`config.mk`:
```
export PLATFORM = sky130hd
export DESIGN_NAME = alu_writeback_stage
export DESIGN_NICKNAME = d
export VERILOG_FILES = /design/src/rtl/alu_wb_pkg.sv /design/src/rtl/alu_wb_fifo2.sv /design/src/rtl/alu_writeback_stage.sv
export SDC_FILE = /design/constraint.sdc
export NUM_CORES = 1
export LEC_CHECK = 0
export CORE_UTILIZATION = 42
export DETAILED_ROUTE_END_ITERATION = 12
export PLACE_DENSITY = 0.72
export SYNTH_ARGS = -nofsm -noshare
export SYNTH_HDL_FRONTEND = slang
export SYNTH_HIERARCHICAL = 1
export SYNTH_SLANG_ARGS = --single-unit
```
`constraint.sdc`:
```
create_clock -name clk -period 4.85 [get_ports clk]
set_input_delay 0.7275 -clock clk [delete_from_list [all_inputs] [get_ports clk]]
set_output_delay 0.7275 -clock clk [all_outputs]
set_load 0.1 [all_outputs]
```
`src/rtl/alu_wb_pkg.sv`:
```
`default_nettype none
// ============================================================================
// Module   : alu_wb_pkg
// Purpose  : Shared types and constants for the ALU writeback stage.
//            - opcode constants for the flag-affecting arithmetic ops
//            - bit positions of Z/N/C/V inside the 4-bit flags word
//            - packed queue entry carried from the ALU to the register file
// Ports    : none (package)
// Revision : 1.0 - initial release
// ============================================================================
package alu_wb_pkg;

  localparam int WB_DATA_W = 32;
  localparam int WB_REG_AW = 5;

  localparam logic [3:0] OP_ADD = 4'b0011;
  localparam logic [3:0] OP_SUB = 4'b0100;

  localparam int FLG_Z = 3;
  localparam int FLG_N = 2;
  localparam int FLG_C = 1;
  localparam int FLG_V = 0;

  typedef struct packed {
    logic [WB_DATA_W-1:0] result;
    logic                 carry;
    logic                 ovf;
    logic [3:0]           opcode;
    logic [WB_REG_AW-1:0] rd;
    logic                 wb_en;
  } wb_entry_t;

  // Only add and sub are allowed to change C/V and the sticky overflow bit.
  function automatic logic is_arith(input logic [3:0] op);
    return (op == OP_ADD) || (op == OP_SUB);
  endfunction

endpackage
`default_nettype wire

```
`src/rtl/alu_wb_fifo2.sv`:
```
`default_nettype none
// ============================================================================
// Module   : alu_wb_fifo2
// Purpose  : Two-entry in-order queue of wb_entry_t. Slot 0 is always the
//            head (oldest); slot 1 holds the second entry when count==2.
// Ports    : clk, rst         - clock, asynchronous active-high reset
//            push, push_data  - enqueue request (ignored while full)
//            pop              - dequeue head (ignored while empty)
//            head, second     - registered view of slot 0 / slot 1
//            count            - occupancy 0..2
//            full             - registered, high when count==DEPTH
// Revision : 1.0 - initial release
// ============================================================================
module alu_wb_fifo2
  import alu_wb_pkg::*;
#(
  parameter int DEPTH = 2
) (
  input  logic       clk,
  input  logic       rst,
  input  logic       push,
  input  wb_entry_t  push_data,
  input  logic       pop,
  output wb_entry_t  head,
  output wb_entry_t  second,
  output logic [1:0] count,
  output logic       full
);

  wb_entry_t  r_mem [0:1];
  logic [1:0] r_count;
  logic       r_full;

  logic       w_push;
  logic       w_pop;
  logic       w_wr_idx;
  logic [1:0] w_count_nxt;

  assign w_pop       = pop && (r_count != 2'd0);
  assign w_push      = push && !r_full;
  assign w_count_nxt = r_count + {1'b0, w_push} - {1'b0, w_pop};
  // Push lands behind whatever survives this cycle's pop: slot 1 only when
  // one entry is held and it is not leaving.
  assign w_wr_idx    = (r_count != 2'd0) && !w_pop;

  always_ff @(posedge clk or posedge rst) begin
    if (rst) begin
      r_mem[0] <= '0;
      r_mem[1] <= '0;
      r_count  <= 2'd0;
      r_full   <= 1'b0;
    end else begin
      if (w_pop) begin
        r_mem[0] <= r_mem[1];
      end
      if (w_push) begin
        if (w_wr_idx) begin
          r_mem[1] <= push_data;
        end else begin
          r_mem[0] <= push_data;
        end
      end
      r_count <= w_count_nxt;
      r_full  <= (w_count_nxt == 2'(DEPTH));
    end
  end

  assign head   = r_mem[0];
  assign second = r_mem[1];
  assign count  = r_count;
  assign full   = r_full;

endmodule
`default_nettype wire

```
`src/rtl/alu_writeback_stage.sv`:
```
`default_nettype none
// ============================================================================
// Module   : alu_writeback_stage
// Purpose  : Buffers ALU results in a 2-entry queue and retires them into the
//            register-file write port, maintaining Z/N/C/V flags and a
//            sticky overflow bit.
// Config   : define ALU_WB_FWD_EN to enable the forwarding lookup
//            (fwd_hit/fwd_data); otherwise both are tied to 0.
// Ports    : clk, rst                      - clock, async active-high reset
//            in_valid/in_ready             - ALU-side handshake
//            in_result/carry/overflow/opcode/rd/wb_en - ALU result record
//            rf_ready, rf_we/waddr/wdata   - register-file write port
//            flags {Z,N,C,V}, ovf_sticky, clear_sticky
//            fwd_rs, fwd_hit, fwd_data     - forwarding lookup
// Revision : 1.0 - initial release
// ============================================================================
module alu_writeback_stage
  import alu_wb_pkg::*;
#(
  parameter int DATA_W = 32,
  parameter int REG_AW = 5,
  parameter int DEPTH  = 2
) (
  input  logic              clk,
  input  logic              rst,
  input  logic              in_valid,
  output logic              in_ready,
  input  logic [DATA_W-1:0] in_result,
  input  logic              in_carry,
  input  logic              in_overflow,
  input  logic [3:0]        in_opcode,
  input  logic [REG_AW-1:0] in_rd,
  input  logic              in_wb_en,
  input  logic              rf_ready,
  output logic              rf_we,
  output logic [REG_AW-1:0] rf_waddr,
  output logic [DATA_W-1:0] rf_wdata,
  output logic [3:0]        flags,
  output logic              ovf_sticky,
  input  logic              clear_sticky,
  input  logic [REG_AW-1:0] fwd_rs,
  output logic              fwd_hit,
  output logic [DATA_W-1:0] fwd_data
);

  wb_entry_t  w_push_data;
  wb_entry_t  w_head;
  wb_entry_t  w_second;
  logic [1:0] w_count;
  logic       w_full;
  logic       w_head_valid;
  logic       w_head_writes;
  logic       w_retire;
  logic       w_head_arith;

  logic [3:0] r_flags;
  logic       r_sticky;

  assign w_push_data.result = in_result;
  assign w_push_data.carry  = in_carry;
  assign w_push_data.ovf    = in_overflow;
  assign w_push_data.opcode = in_opcode;
  assign w_push_data.rd     = in_rd;
  assign w_push_data.wb_en  = in_wb_en;

  alu_wb_fifo2 #(
    .DEPTH(DEPTH)
  ) u_fifo (
    .clk      (clk),
    .rst      (rst),
    .push     (in_valid),
    .push_data(w_push_data),
    .pop      (w_retire),
    .head     (w_head),
    .second   (w_second),
    .count    (w_count),
    .full     (w_full)
  );

  assign in_ready      = !w_full;
  assign w_head_valid  = (w_count != 2'd0);
  // Entries that do not touch the register file never wait for the port.
  assign w_head_writes = w_head.wb_en && (w_head.rd != '0);
  assign w_retire      = w_head_valid && (rf_ready || !w_head_writes);
  assign w_head_arith  = is_arith(w_head.opcode);

  assign rf_we    = w_head_valid && w_head_writes && rf_ready;
  assign rf_waddr = w_head.rd;
  assign rf_wdata = w_head.result;

  always_ff @(posedge clk or posedge rst) begin
    if (rst) begin
      r_flags  <= 4'b0000;
      r_sticky <= 1'b0;
    end else begin
      if (w_retire) begin
        r_flags[FLG_Z] <= (w_head.result == '0);
        r_flags[FLG_N] <= w_head.result[DATA_W-1];
        if (w_head_arith) begin
          r_flags[FLG_C] <= w_head.carry;
          r_flags[FLG_V] <= w_head.ovf;
        end
      end
      // Set has priority over a same-cycle clear.
      if (w_retire && w_head_arith && w_head.ovf) begin
        r_sticky <= 1'b1;
      end else if (clear_sticky) begin
        r_sticky <= 1'b0;
      end
    end
  end

  assign flags      = r_flags;
  assign ovf_sticky = r_sticky;

`ifdef ALU_WB_FWD_EN
  // Youngest match wins: slot 1 (valid only when two entries are held)
  // is checked before the head.
  always_comb begin
    fwd_hit  = 1'b0;
    fwd_data = '0;
    if (fwd_rs != '0) begin
      if ((w_count == 2'd2) && w_second.wb_en && (w_second.rd == fwd_rs)) begin
        fwd_hit  = 1'b1;
        fwd_data = w_second.result;
      end else if (w_head_valid && w_head.wb_en && (w_head.rd == fwd_rs)) begin
        fwd_hit  = 1'b1;
        fwd_data = w_head.result;
      end
    end
  end
`else
  logic w_fwd_unused;
  assign w_fwd_unused = ^{fwd_rs, w_second};
  assign fwd_hit      = 1'b0;
  assign fwd_data     = '0;
`endif

endmodule
`default_nettype wire

```
==> results.tsv <==
stage	metric	value	unit
status	status	completed	
cts	Longest Clk Path Bufs	2	
route	vias per cell	4.87	
route	Routed Antenna Nets	0	
route	DR vias	2920	
cts	CTS tree	built	
floorplan	initial core utilization	43.2	%
worst_setup_path	CP startpoint	rf_ready	
global_route	All-Layer GR Usage	16.9	%
synthesis	Cell Area, Synth	4460	sq um
synthesis	Synth Register Bits	96	
timing	Final Critical Period	3.36	ns
global_route	initial antenna violation count	0	
cts	CTS H-Tree Depth	3	
worst_setup_path	Worst path top cell family by delay	buffers and inverters	
final_layout	diodes inserted	0	
global_route	vias in the first global route	2934	
final_layout	NumNets Final	514	
run	max-capacitance violation count	0	
placed_design	post-detail-place hpwl	5880	um
timing	FMAX	0.297	GHz
final_layout	area grow syn2layout	24.7	%
synthesis	Netlist cell types	31	
synthesis	Ys Warns	6	
synthesis	post-synthesis sequential area ratio	53.9	%
worst_setup_path	Worst Path Required	4.12	ns
timing	Max-Slew Margin vs Limit	33.1	%
timing	skew final	0.00992	ns
timing	slew at the pin with the worst max-slew slack	1.00	ns
synthesis	leading area contributor after synthesis	dfrtp_1	
worst_setup_path	max incr delay on CP	1.17	ns
worst_setup_path	CP Cell Sequence	clkdlybuf4s50_1 -> nand2_1 -> a211oi_1 -> clkdlybuf4s50_1	
global_route	first-pass GRT wire length	14600	um
synthesis	top-area cell type share of the netlist area	53.9	%
placed_design	Routability Congestion	0.726	
cts	Inserted Clock Buffers	9	
worst_setup_path	cells on worst reg2reg path	6	
timing	Hold Violations, Final	0	
worst_setup_path	CP endpoint kind	output port	
timing	period utilization	69.4	%
worst_setup_path	Crit Path Class	in -> out	
worst_setup_path	crit path to	rf_we	
synthesis	syn_area_per_cell	12.0	sq um
global_route	grt ovf	0	
global_route	largest net degree at the start of global routing	61	
route	initial DRC count	95	
synthesis	Area contributors post-synth	dfrtp_1 (54%), mux2_2 (12%), mux2i_1 (10%)	
timing	final setup TNS	0	ns
worst_setup_path	CP Max Fanout	2	
route	DR pass1 iterations	4	
route	Routed WL	8790	um
floorplan	CORE AREA	10300	sq um
timing	RSZ-0062 raised after global routing	no	
worst_setup_path	Critical R2R Launch	u_fifo/head[4]	
route	DR DRC count	0	
cts	CTS hold repair buffers	0	
floorplan	DIE WIDTH	105	um
worst_setup_path	Reg2Reg Capture Point	u_fifo/head[32]	
synthesis	synthesized instance count	372	
floorplan	I/O pin cnt	131	
timing	final slew viol count	0	
route	wire length per cell	14.7	um
timing	final setup vio count	0	
floorplan	die area	11000	sq um
final_layout	final-layout fill cell count	918	
worst_setup_path	CP Data Arrival Time	2.64	ns
floorplan	Std-Cell Rows	37	
cts	worst skew pair latency	0.36	ns
cts	postcts setup bufs	0	
cts	CTS sink cnt	96	
worst_setup_path	CP startpoint kind	input port	
worst_setup_path	CP most frequent cell	clkdlybuf4s50_1	
worst_setup_path	CP bufs+invs	2	
worst_setup_path	WP depth	4	
cts	CTS resizes	0	
cts	Clock transition at path regs	0.09	ns
final_layout	layout cell share with drive strength beyond 1	15.9	%
floorplan	die extent in y	105	um
worst_setup_path	worst reg2reg setup slack	2.06	ns
cts	Root Buffer	clkbuf_8	
placed_design	port bufs	92	
worst_hold_path	HP Class	reg -> reg	
worst_setup_path	Slowest cell on crit path	clkdlybuf4s50_1	
[how the worst min path moves through the flow]
stage,cells after the start,from,to,slack (ns)
finish,1,flags[0],flags[0],0.51
global route,1,u_fifo/second[24],u_fifo/second[24],0.52
CTS,1,flags[0],flags[0],0.50
detailed placement,1,flags[0],flags[0],0.48
global placement,1,flags[0],flags[0],0.47
floorplan,1,u_fifo/second[0],u_fifo/second[0],0.48
[cells by family (layout without fill, tap and decap cells)]
group	count (synthesis)	in the layout	share of synthesized area, %
flip-flops	96	96	53.9
other	1	33	0.0841
AO/OA/AOI/OAI	51	51	6.26
adder cells (fa/ha/maj)	1	1	0.280
multiplexers	93	93	22.3
AND/OR/NAND/NOR	71	71	7.49
XOR/XNOR	2	2	0.393
buffers and inverters	57	117	9.34
[cells in the final DEF (no fill, tap or decap), types with 2 or more instances in the layout]
master,instances
nor2b_1,2
buf_4,4
conb_1,33
clkdlybuf4s50_1,92
nor4_1,8
dfrtp_1,96
clkinv_2,2
inv_1,4
mux2_2,47
bufinv_16,3
o21ai_0,45
nand4_1,2
nor2_1,5
clkbuf_8,10
mux2i_1,45
nand2_1,47
[final cells by class]
class / count / area (sq um) / area share (%)
inverter: 5 / 20.0 / 0.360
multi-input combinational: 251 / 1770 / 31.9
tap: 136 / 170 / 3.06
sequential: 96 / 2400 / 43.2
timing repair buffer: 96 / 951 / 17.1
clock inverter: 5 / 104 / 1.87
clock buffer: 11 / 141 / 2.54
[cell usage after synthesis (all sizes together)]
| library cell | count |
|---|---|
| nand3 | 1 |
| nand4 | 2 |
| xor2 | 1 |
| buf | 49 |
| ha | 1 |
| nand2 | 47 |
| o21ba | 1 |
| xnor2 | 1 |
| inv | 5 |
| or3b | 1 |
| a211oi | 2 |
| clkbuf | 3 |
| a21bo | 1 |
| nand2b | 1 |
| nor2b | 2 |
| dfrtp | 96 |
| conb | 1 |
| a211o | 1 |
| nor3 | 2 |
| mux2 | 48 |
| nand3b | 1 |
| o21ai | 46 |
| nor2 | 5 |
| mux2i | 45 |
| and2b | 1 |
| nor4 | 8 |
[per-layer routing]
metal	global-route usage, %	wire [um]
met3	4.18	518
met2	27.6	4280
met4	6.94	119
met5	0	0
met1	21.5	3880
[registers in the layout, summed over array words and instances (netlist names)]
name / flops
u_fifo/second: 44
ovf_sticky: 1
u_fifo/head: 44
u_fifo/count: 2
flags: 4
u_fifo/full: 1
[through the flow]
stage                     instance area (sq um)  util, %  worst slack [ns]  instances  hold WS (ns)
after detailed placement                   5320     51.5              1.48        584         0.483
after CTS                                  5560     53.9              1.48        600         0.504
final                                      5560     53.9              1.49        600         0.507
after global routing                       5560     53.9              1.46        600         0.521
after global placement                     5320     51.5              1.46        584         0.474
after floorplan                            4580        -             0.719        404         0.480
Power is left out: the tool's default activity adds up to more than one toggle a clock period on the data nets, which glitch-free logic cannot reach.
